==> src/rtl/pipe_pkg.sv <==
// Shared types and constants for the pipeline hazard/control-steering unit.
// Holds the state and forwarding encodings, the default register-address
// width, and the control bundle driven back into the pipeline registers.
package pipe_pkg;
  localparam int RW = 6;

  typedef enum logic [1:0] {
    ST_RUN   = 2'd0,
    ST_STALL = 2'd1,
    ST_FLUSH = 2'd2,
    ST_BAD   = 2'd3
  } state_t;

  typedef enum logic [1:0] {
    FWD_RF = 2'd0,
    FWD_EX = 2'd1,
    FWD_WB = 2'd2
  } fwd_t;

  typedef struct packed {
    logic pc_write;
    logic ifid_write;
    logic ifid_flush;
    logic idex_bubble;
    logic exwb_flush;
  } ctl_t;

  localparam ctl_t CTL_RUN   = '{1'b1, 1'b1, 1'b0, 1'b0, 1'b0};
  localparam ctl_t CTL_STALL = '{1'b0, 1'b0, 1'b0, 1'b1, 1'b0};
  localparam ctl_t CTL_EXFL  = '{1'b1, 1'b1, 1'b1, 1'b1, 1'b0};
  localparam ctl_t CTL_WBFL  = '{1'b1, 1'b1, 1'b1, 1'b1, 1'b1};
endpackage

==> src/rtl/hazard_ctrl_if.sv <==
// Bundle between the pipeline registers and the hazard unit.
//   master: pipeline side, drives the register fields, receives the controls
//   slave : hazard unit, reads the fields, drives the controls
interface hazard_ctrl_if #(parameter int RW = pipe_pkg::RW);
  logic [RW-1:0] id_rs, id_rt, ex_rd, wb_rd;
  logic          id_use_rs, id_use_rt;
  logic          ex_regwrite, ex_memread, ex_redirect;
  logic          wb_regwrite, wb_jumpm;
  logic          pc_write, ifid_write, ifid_flush, idex_bubble, exwb_flush;
  logic [1:0]    fwd_a, fwd_b, state_o;

  modport master (
    output id_rs, id_rt, id_use_rs, id_use_rt, ex_rd, ex_regwrite, ex_memread,
           ex_redirect, wb_rd, wb_regwrite, wb_jumpm,
    input  pc_write, ifid_write, ifid_flush, idex_bubble, exwb_flush,
           fwd_a, fwd_b, state_o
  );
  modport slave (
    input  id_rs, id_rt, id_use_rs, id_use_rt, ex_rd, ex_regwrite, ex_memread,
           ex_redirect, wb_rd, wb_regwrite, wb_jumpm,
    output pc_write, ifid_write, ifid_flush, idex_bubble, exwb_flush,
           fwd_a, fwd_b, state_o
  );
endinterface

==> src/rtl/fwd_sel.sv <==
// Forwarding-source comparator for one ALU operand (pure combinational).
//   src                 : source register read by the ID instruction
//   ex_rd/ex_regwrite/ex_memread : producer in ID/EX/MEM
//   wb_rd/wb_regwrite   : producer in EX/MEM/WB
//   sel                 : FWD_EX, FWD_WB or FWD_RF
module fwd_sel #(
  parameter int RW = pipe_pkg::RW
) (
  input  logic [RW-1:0]   src,
  input  logic [RW-1:0]   ex_rd,
  input  logic [RW-1:0]   wb_rd,
  input  logic            ex_regwrite,
  input  logic            ex_memread,
  input  logic            wb_regwrite,
  output pipe_pkg::fwd_t  sel
);
  // A load in EX has no result yet, so it never forwards from EX; the
  // younger producer (EX) wins over the older one (WB).
  always_comb begin
    if (ex_regwrite && !ex_memread && ex_rd == src) sel = pipe_pkg::FWD_EX;
    else if (wb_regwrite && wb_rd == src)          sel = pipe_pkg::FWD_WB;
    else                                           sel = pipe_pkg::FWD_RF;
  end
endmodule

==> src/rtl/hazard_ctrl.sv <==
// Hazard and control-steering unit for the IF / ID / EX-MEM / WB pipeline.
//   clk, rst : clock and synchronous active-high reset
//   hz       : slave side of hazard_ctrl_if (register fields in, PC/pipeline
//              register controls, forwarding selects and debug state out)
// Controls are combinational from the current state and this cycle's fields;
// only state, down-counter and the "flush came from WB" flag are registered.
module hazard_ctrl #(
  parameter int RW         = pipe_pkg::RW,
  parameter int LOAD_STALL = 1,
  parameter int FLUSH_EX   = 1,
  parameter int FLUSH_WB   = 2
) (
  input  logic        clk,
  input  logic        rst,
  hazard_ctrl_if.slave hz
);
  import pipe_pkg::*;

  localparam int NUM_OPS = 2;
  localparam logic [2:0] LS_CNT = 3'(LOAD_STALL - 1);
  localparam logic [2:0] EX_CNT = 3'(FLUSH_EX - 1);
  localparam logic [2:0] WB_CNT = 3'(FLUSH_WB - 1);

  state_t     state, nxt_state;
  logic [2:0] cnt, nxt_cnt;
  logic       wb_flag, nxt_flag;
  ctl_t       ctl;
  logic       load_use;

  logic [NUM_OPS-1:0][RW-1:0] src;
  fwd_t                       sel [NUM_OPS];

  assign src = {hz.id_rt, hz.id_rs};

  generate
    for (genvar i = 0; i < NUM_OPS; i++) begin : g_fwd
      fwd_sel #(.RW(RW)) u_fwd (
        .src         (src[i]),
        .ex_rd       (hz.ex_rd),
        .wb_rd       (hz.wb_rd),
        .ex_regwrite (hz.ex_regwrite),
        .ex_memread  (hz.ex_memread),
        .wb_regwrite (hz.wb_regwrite),
        .sel         (sel[i])
      );
    end
  endgenerate

  assign load_use = hz.ex_memread & hz.ex_regwrite &
                    ((hz.id_use_rs & (hz.id_rs == hz.ex_rd)) |
                     (hz.id_use_rt & (hz.id_rt == hz.ex_rd)));

  // State-based behaviour first, then redirects override it: a redirect makes
  // whatever is stalled or being flushed wrong-path, so it restarts the
  // sequence from any state. Load-use is only looked at in RUN, since a
  // stall already covers it and a flush discards the ID instruction anyway.
  always_comb begin
    ctl       = CTL_RUN;
    nxt_state = ST_RUN;
    nxt_cnt   = '0;
    nxt_flag  = 1'b0;
    case (state)
      ST_STALL: begin
        ctl = CTL_STALL;
        if (cnt > 3'd1) begin
          nxt_state = ST_STALL;
          nxt_cnt   = cnt - 3'd1;
        end
      end
      ST_FLUSH: begin
        ctl            = CTL_EXFL;
        ctl.exwb_flush = wb_flag;
        if (cnt > 3'd1) begin
          nxt_state = ST_FLUSH;
          nxt_cnt   = cnt - 3'd1;
          nxt_flag  = wb_flag;
        end
      end
      ST_RUN: begin
        if (load_use) begin
          ctl = CTL_STALL;
          if (LOAD_STALL > 1) begin
            nxt_state = ST_STALL;
            nxt_cnt   = LS_CNT;
          end
        end
      end
      default: ;
    endcase

    if (hz.wb_jumpm) begin
      ctl       = CTL_WBFL;
      nxt_state = (FLUSH_WB > 1) ? ST_FLUSH : ST_RUN;
      nxt_cnt   = (FLUSH_WB > 1) ? WB_CNT : 3'd0;
      nxt_flag  = (FLUSH_WB > 1);
    end else if (hz.ex_redirect) begin
      ctl       = CTL_EXFL;
      nxt_state = (FLUSH_EX > 1) ? ST_FLUSH : ST_RUN;
      nxt_cnt   = (FLUSH_EX > 1) ? EX_CNT : 3'd0;
      nxt_flag  = 1'b0;
    end
  end

  always_ff @(posedge clk) begin
    if (rst) begin
      state   <= ST_RUN;
      cnt     <= '0;
      wb_flag <= 1'b0;
    end else begin
      state   <= nxt_state;
      cnt     <= nxt_cnt;
      wb_flag <= nxt_flag;
    end
  end

  // While in reset the pipeline is held frozen and emptied.
  assign hz.pc_write    = ~rst & ctl.pc_write;
  assign hz.ifid_write  = ~rst & ctl.ifid_write;
  assign hz.ifid_flush  =  rst | ctl.ifid_flush;
  assign hz.idex_bubble =  rst | ctl.idex_bubble;
  assign hz.exwb_flush  =  rst | ctl.exwb_flush;
  assign hz.fwd_a       = rst ? FWD_RF : sel[0];
  assign hz.fwd_b       = rst ? FWD_RF : sel[1];
  assign hz.state_o     = state;
endmodule

==> src/flat_wrapper.sv <==
// flat-port wrapper written by rule: the top's interface ports become plain ports
module hazard_ctrl_flat import pipe_pkg::*;
#(
  parameter int RW         = pipe_pkg::RW,
  parameter int LOAD_STALL = 1,
  parameter int FLUSH_EX   = 1,
  parameter int FLUSH_WB   = 2
)
  (clk, rst, hz_id_rs, hz_id_rt, hz_id_use_rs, hz_id_use_rt, hz_ex_rd, hz_ex_regwrite, hz_ex_memread, hz_ex_redirect, hz_wb_rd, hz_wb_regwrite, hz_wb_jumpm, hz_pc_write, hz_ifid_write, hz_ifid_flush, hz_idex_bubble, hz_exwb_flush, hz_fwd_a, hz_fwd_b, hz_state_o);
  hazard_ctrl_if #(.RW(RW)) hz_i ();
  input  logic clk;
  input  logic rst;
  input wire logic [$bits(hz_i.id_rs)-1:0] hz_id_rs;
  input wire logic [$bits(hz_i.id_rt)-1:0] hz_id_rt;
  input wire logic [$bits(hz_i.id_use_rs)-1:0] hz_id_use_rs;
  input wire logic [$bits(hz_i.id_use_rt)-1:0] hz_id_use_rt;
  input wire logic [$bits(hz_i.ex_rd)-1:0] hz_ex_rd;
  input wire logic [$bits(hz_i.ex_regwrite)-1:0] hz_ex_regwrite;
  input wire logic [$bits(hz_i.ex_memread)-1:0] hz_ex_memread;
  input wire logic [$bits(hz_i.ex_redirect)-1:0] hz_ex_redirect;
  input wire logic [$bits(hz_i.wb_rd)-1:0] hz_wb_rd;
  input wire logic [$bits(hz_i.wb_regwrite)-1:0] hz_wb_regwrite;
  input wire logic [$bits(hz_i.wb_jumpm)-1:0] hz_wb_jumpm;
  output wire logic [$bits(hz_i.pc_write)-1:0] hz_pc_write;
  output wire logic [$bits(hz_i.ifid_write)-1:0] hz_ifid_write;
  output wire logic [$bits(hz_i.ifid_flush)-1:0] hz_ifid_flush;
  output wire logic [$bits(hz_i.idex_bubble)-1:0] hz_idex_bubble;
  output wire logic [$bits(hz_i.exwb_flush)-1:0] hz_exwb_flush;
  output wire logic [$bits(hz_i.fwd_a)-1:0] hz_fwd_a;
  output wire logic [$bits(hz_i.fwd_b)-1:0] hz_fwd_b;
  output wire logic [$bits(hz_i.state_o)-1:0] hz_state_o;
  assign hz_i.id_rs = hz_id_rs;
  assign hz_i.id_rt = hz_id_rt;
  assign hz_i.id_use_rs = hz_id_use_rs;
  assign hz_i.id_use_rt = hz_id_use_rt;
  assign hz_i.ex_rd = hz_ex_rd;
  assign hz_i.ex_regwrite = hz_ex_regwrite;
  assign hz_i.ex_memread = hz_ex_memread;
  assign hz_i.ex_redirect = hz_ex_redirect;
  assign hz_i.wb_rd = hz_wb_rd;
  assign hz_i.wb_regwrite = hz_wb_regwrite;
  assign hz_i.wb_jumpm = hz_wb_jumpm;
  assign hz_pc_write = hz_i.pc_write;
  assign hz_ifid_write = hz_i.ifid_write;
  assign hz_ifid_flush = hz_i.ifid_flush;
  assign hz_idex_bubble = hz_i.idex_bubble;
  assign hz_exwb_flush = hz_i.exwb_flush;
  assign hz_fwd_a = hz_i.fwd_a;
  assign hz_fwd_b = hz_i.fwd_b;
  assign hz_state_o = hz_i.state_o;
  hazard_ctrl #(.RW(RW), .LOAD_STALL(LOAD_STALL), .FLUSH_EX(FLUSH_EX), .FLUSH_WB(FLUSH_WB)) u_core (.clk(clk), .rst(rst), .hz(hz_i));
endmodule
==> config.mk <==
export PLATFORM = sky130hd
export DESIGN_NAME = hazard_ctrl_flat
export DESIGN_NICKNAME = d
export VERILOG_FILES = /design/src/rtl/pipe_pkg.sv /design/src/rtl/hazard_ctrl_if.sv /design/src/rtl/fwd_sel.sv /design/src/rtl/hazard_ctrl.sv /design/src/flat_wrapper.sv
export SDC_FILE = /design/constraint.sdc
export NUM_CORES = 1
export LEC_CHECK = 0
export BUFFER_PORTS_ARGS = -buffer_cell sky130_fd_sc_hd__buf_2
export CAP_MARGIN = 20
export CORE_MARGIN = 4
export CORE_UTILIZATION = 44
export DETAILED_ROUTE_END_ITERATION = 10
export PLACE_DENSITY = 0.86
export SYNTH_ARGS = -nofsm -noshare
export SYNTH_HDL_FRONTEND = slang
export SYNTH_SLANG_ARGS = --single-unit
==> constraint.sdc <==
create_clock -name clk -period 3.6 [get_ports clk]
set_input_delay 0 -clock clk [delete_from_list [all_inputs] [get_ports clk]]
set_output_delay 0 -clock clk [all_outputs]
set_load 0.02 [all_outputs]
==> flow_summary.ini <==
[logic_synthesis]
ys_ff_latch = 6
syn-num-nets = 124
syn_area_um2 = 684
yosys-top-cells-area = xor2_1, dfxtp_1, xnor2_1
ys.flop_type = dfxtp_1
ys_seq_area_share_pct = 17.6
synth_edf_count = 0
synth_cell_types = 27
synthArstFlopShare_pct = 0
yosysTopAreaCellShare_pct = 17.9
synth.avg_cell_area_um2 = 7.96
synthCells = 86
yosys_warnings = 0
synth_top_cell_by_area = xor2_1

[routing]
ant_nets = 0
drcViolationCount = 0
vias_per_cell = 5.10
wl_um = 1930
vias = 739
post_drt_wl_per_cell_um = 13.3
drt_iter0_drc = 7
first_pass_iters = 4

[pwr]
ir_worst_vdd_v = 0.000170
power.density_nw_per_um2 = 226
leakage_uw = 0.000428

[cells_and_area]
fill_cells = 123
multi_input_area_um2 = 527
seq_area_um2 = 120
synthToLayoutAreaGrowth_pct = 35.8
drive_gt1_share_pct = 38.5
final_cell_mix = buf_2, xor2_1, xnor2_1
final_area_um2 = 930
antenna_cells = 0
nets = 170
final_common_cell = buf_2

[job]
maxCapViolCount = 0

[timing]
max_freq_mhz = 635
finalCritPeriodShare_pct = 43.7
hold_violations = 0
layout_min_cycle_time_ps = 1570
tns_ps = 0
tightest_slew_ps = 464
finalSetupViolCount = 0
clock_skew_ps = 0.519
relSlewSlack_pct = 68.8
drv_slew = 0
grt_setup_unrepaired = no

[clock_tree]
cts_root_buf = clkbuf_4
hold_buffers = 0
clock_path_buffers = 2
ctsResizeCount = 0
numCtsBuffers = 3
post_cts_buffers = 0
clkLatencyLatePin_ps = 240
h-tree-depth = 1
clk_pin_slew_worst_paths_ps = 50
cts_sinks = 6
cts_tree = yes

[place]
gp_congestion = 0.866
dp_hpwl_um = 1700
place_area_um2 = 907
port-buffer-count = 43

[die]
ios = 44
die_h_um = 47.4
die_w_um = 47.4
row_count = 13
die_area_um2 = 2250
initial_core_util_pct = 49.5
core_um2 = 1380

[global_route]
grt_antenna_before_repair = 0
grt_pass1_vias = 749
grt_pass1_wl_um = 2940
grt_usage_pct = 18.9
grt-ovfl-total = 0
grt_max_degree = 12

[setup_path]
crit_type = reg -> out
critPathArrivalTime_ps = 1570
crit_fanout = 6
end_kind = primary output
start_kind = register
crit_required_ps = 3600

[worst_hold_path]
hold_class = in -> reg

[run_status]
status = completed
-- area by class of cell --
type                            instances  share of cell area (%)
Tap cell                               15                    2.02
Inverter                                7                    2.83
Timing Repair Buffer                   43                    23.1
Sequential cell                         6                    12.9
Multi-Input combinational cell         71                    56.7
Clock buffer                            3                    2.42
-- where the power goes --
| group | total [uW] | switching [uW] | internal (uW) |
|---|---|---|---|
| Combinational | 78.0 | 41.7 | 36.3 |
| Sequential | 69.7 | 1.27 | 68.4 |
| Clock | 62.4 | 24.7 | 37.7 |
-- worst max-delay path, stage by stage (launching register included) --
cell and delay [ps]:
dfxtp_1 410, inv_1 90, ha_1 240, o21ai_0 180, nand2_1 70, a31o_1 180, buf_2 150
-- path summary, 6_finish.rpt --
| check | from | endpoint | slack, ps | cells past startpoint |
|---|---|---|---|---|
| min | hz_wb_jumpm | u_core.wb_flag | 70 | 2 |
| max reg2reg | u_core.hz.state_o[0] | u_core.cnt[1] | 2170 | 5 |
| min reg2reg | u_core.wb_flag | u_core.wb_flag | 490 | 1 |
| max | u_core.hz.state_o[0] | hz_idex_bubble | 2030 | 6 |
-- stage by stage --
stage | std cells | total power (uW) | hold slack, ps | worst slack, ps | util (%)
after CTS | 145 | 212 | 63.9 | 2020 | 67.2
after global routing | 145 | 223 | 79.2 | 1940 | 67.2
after floorplan | 86 | 113 | 110 | 2140 | -
after global placement | 142 | 146 | 301 | 2270 | 65.6
after detailed placement | 142 | 149 | 317 | 2170 | 65.6
final | 145 | 210 | 67.5 | 2030 | 67.2
-- logic make-up (layout without fill, tap and decap cells) --
kind of cell	after synthesis	count (layout)	share of synthesized area (%)
AND/OR/NAND/NOR	32	32	26.1
XOR/XNOR	25	25	32.0
AO/OA/AOI/OAI	9	9	9.69
buffers and inverters	9	53	5.49
flip-flops	6	6	17.6
adder cells (fa/ha/maj)	5	5	9.14
-- routing by layer --
layer	GRT usage (%)	up-vias	share of wire (%)
li1	-	381	-
met1	18.7	334	38
met2	35.3	18	55
met3	4.14	6	4.8
met4	11.0	0	1.9
met5	0	-	0
-- synthesized netlist by cell type, drive strengths merged (2+ instances only) --
library cell / instances
dfxtp: 6
ha: 5
inv: 7
nand2: 2
nand2b: 3
nand3: 4
nand4: 2
nor2: 10
nor3: 3
nor4: 5
o21ai: 2
o22ai: 2
xnor2: 11
xor2: 14
-- state kept, by name (all words and copies together), names as in the netlist --
| register | count |
|---|---|
| u_core.wb_flag | 1 |
| u_core.hz.state_o | 2 |
| u_core.cnt | 3 |
Power figures use the tool's default switching activity.
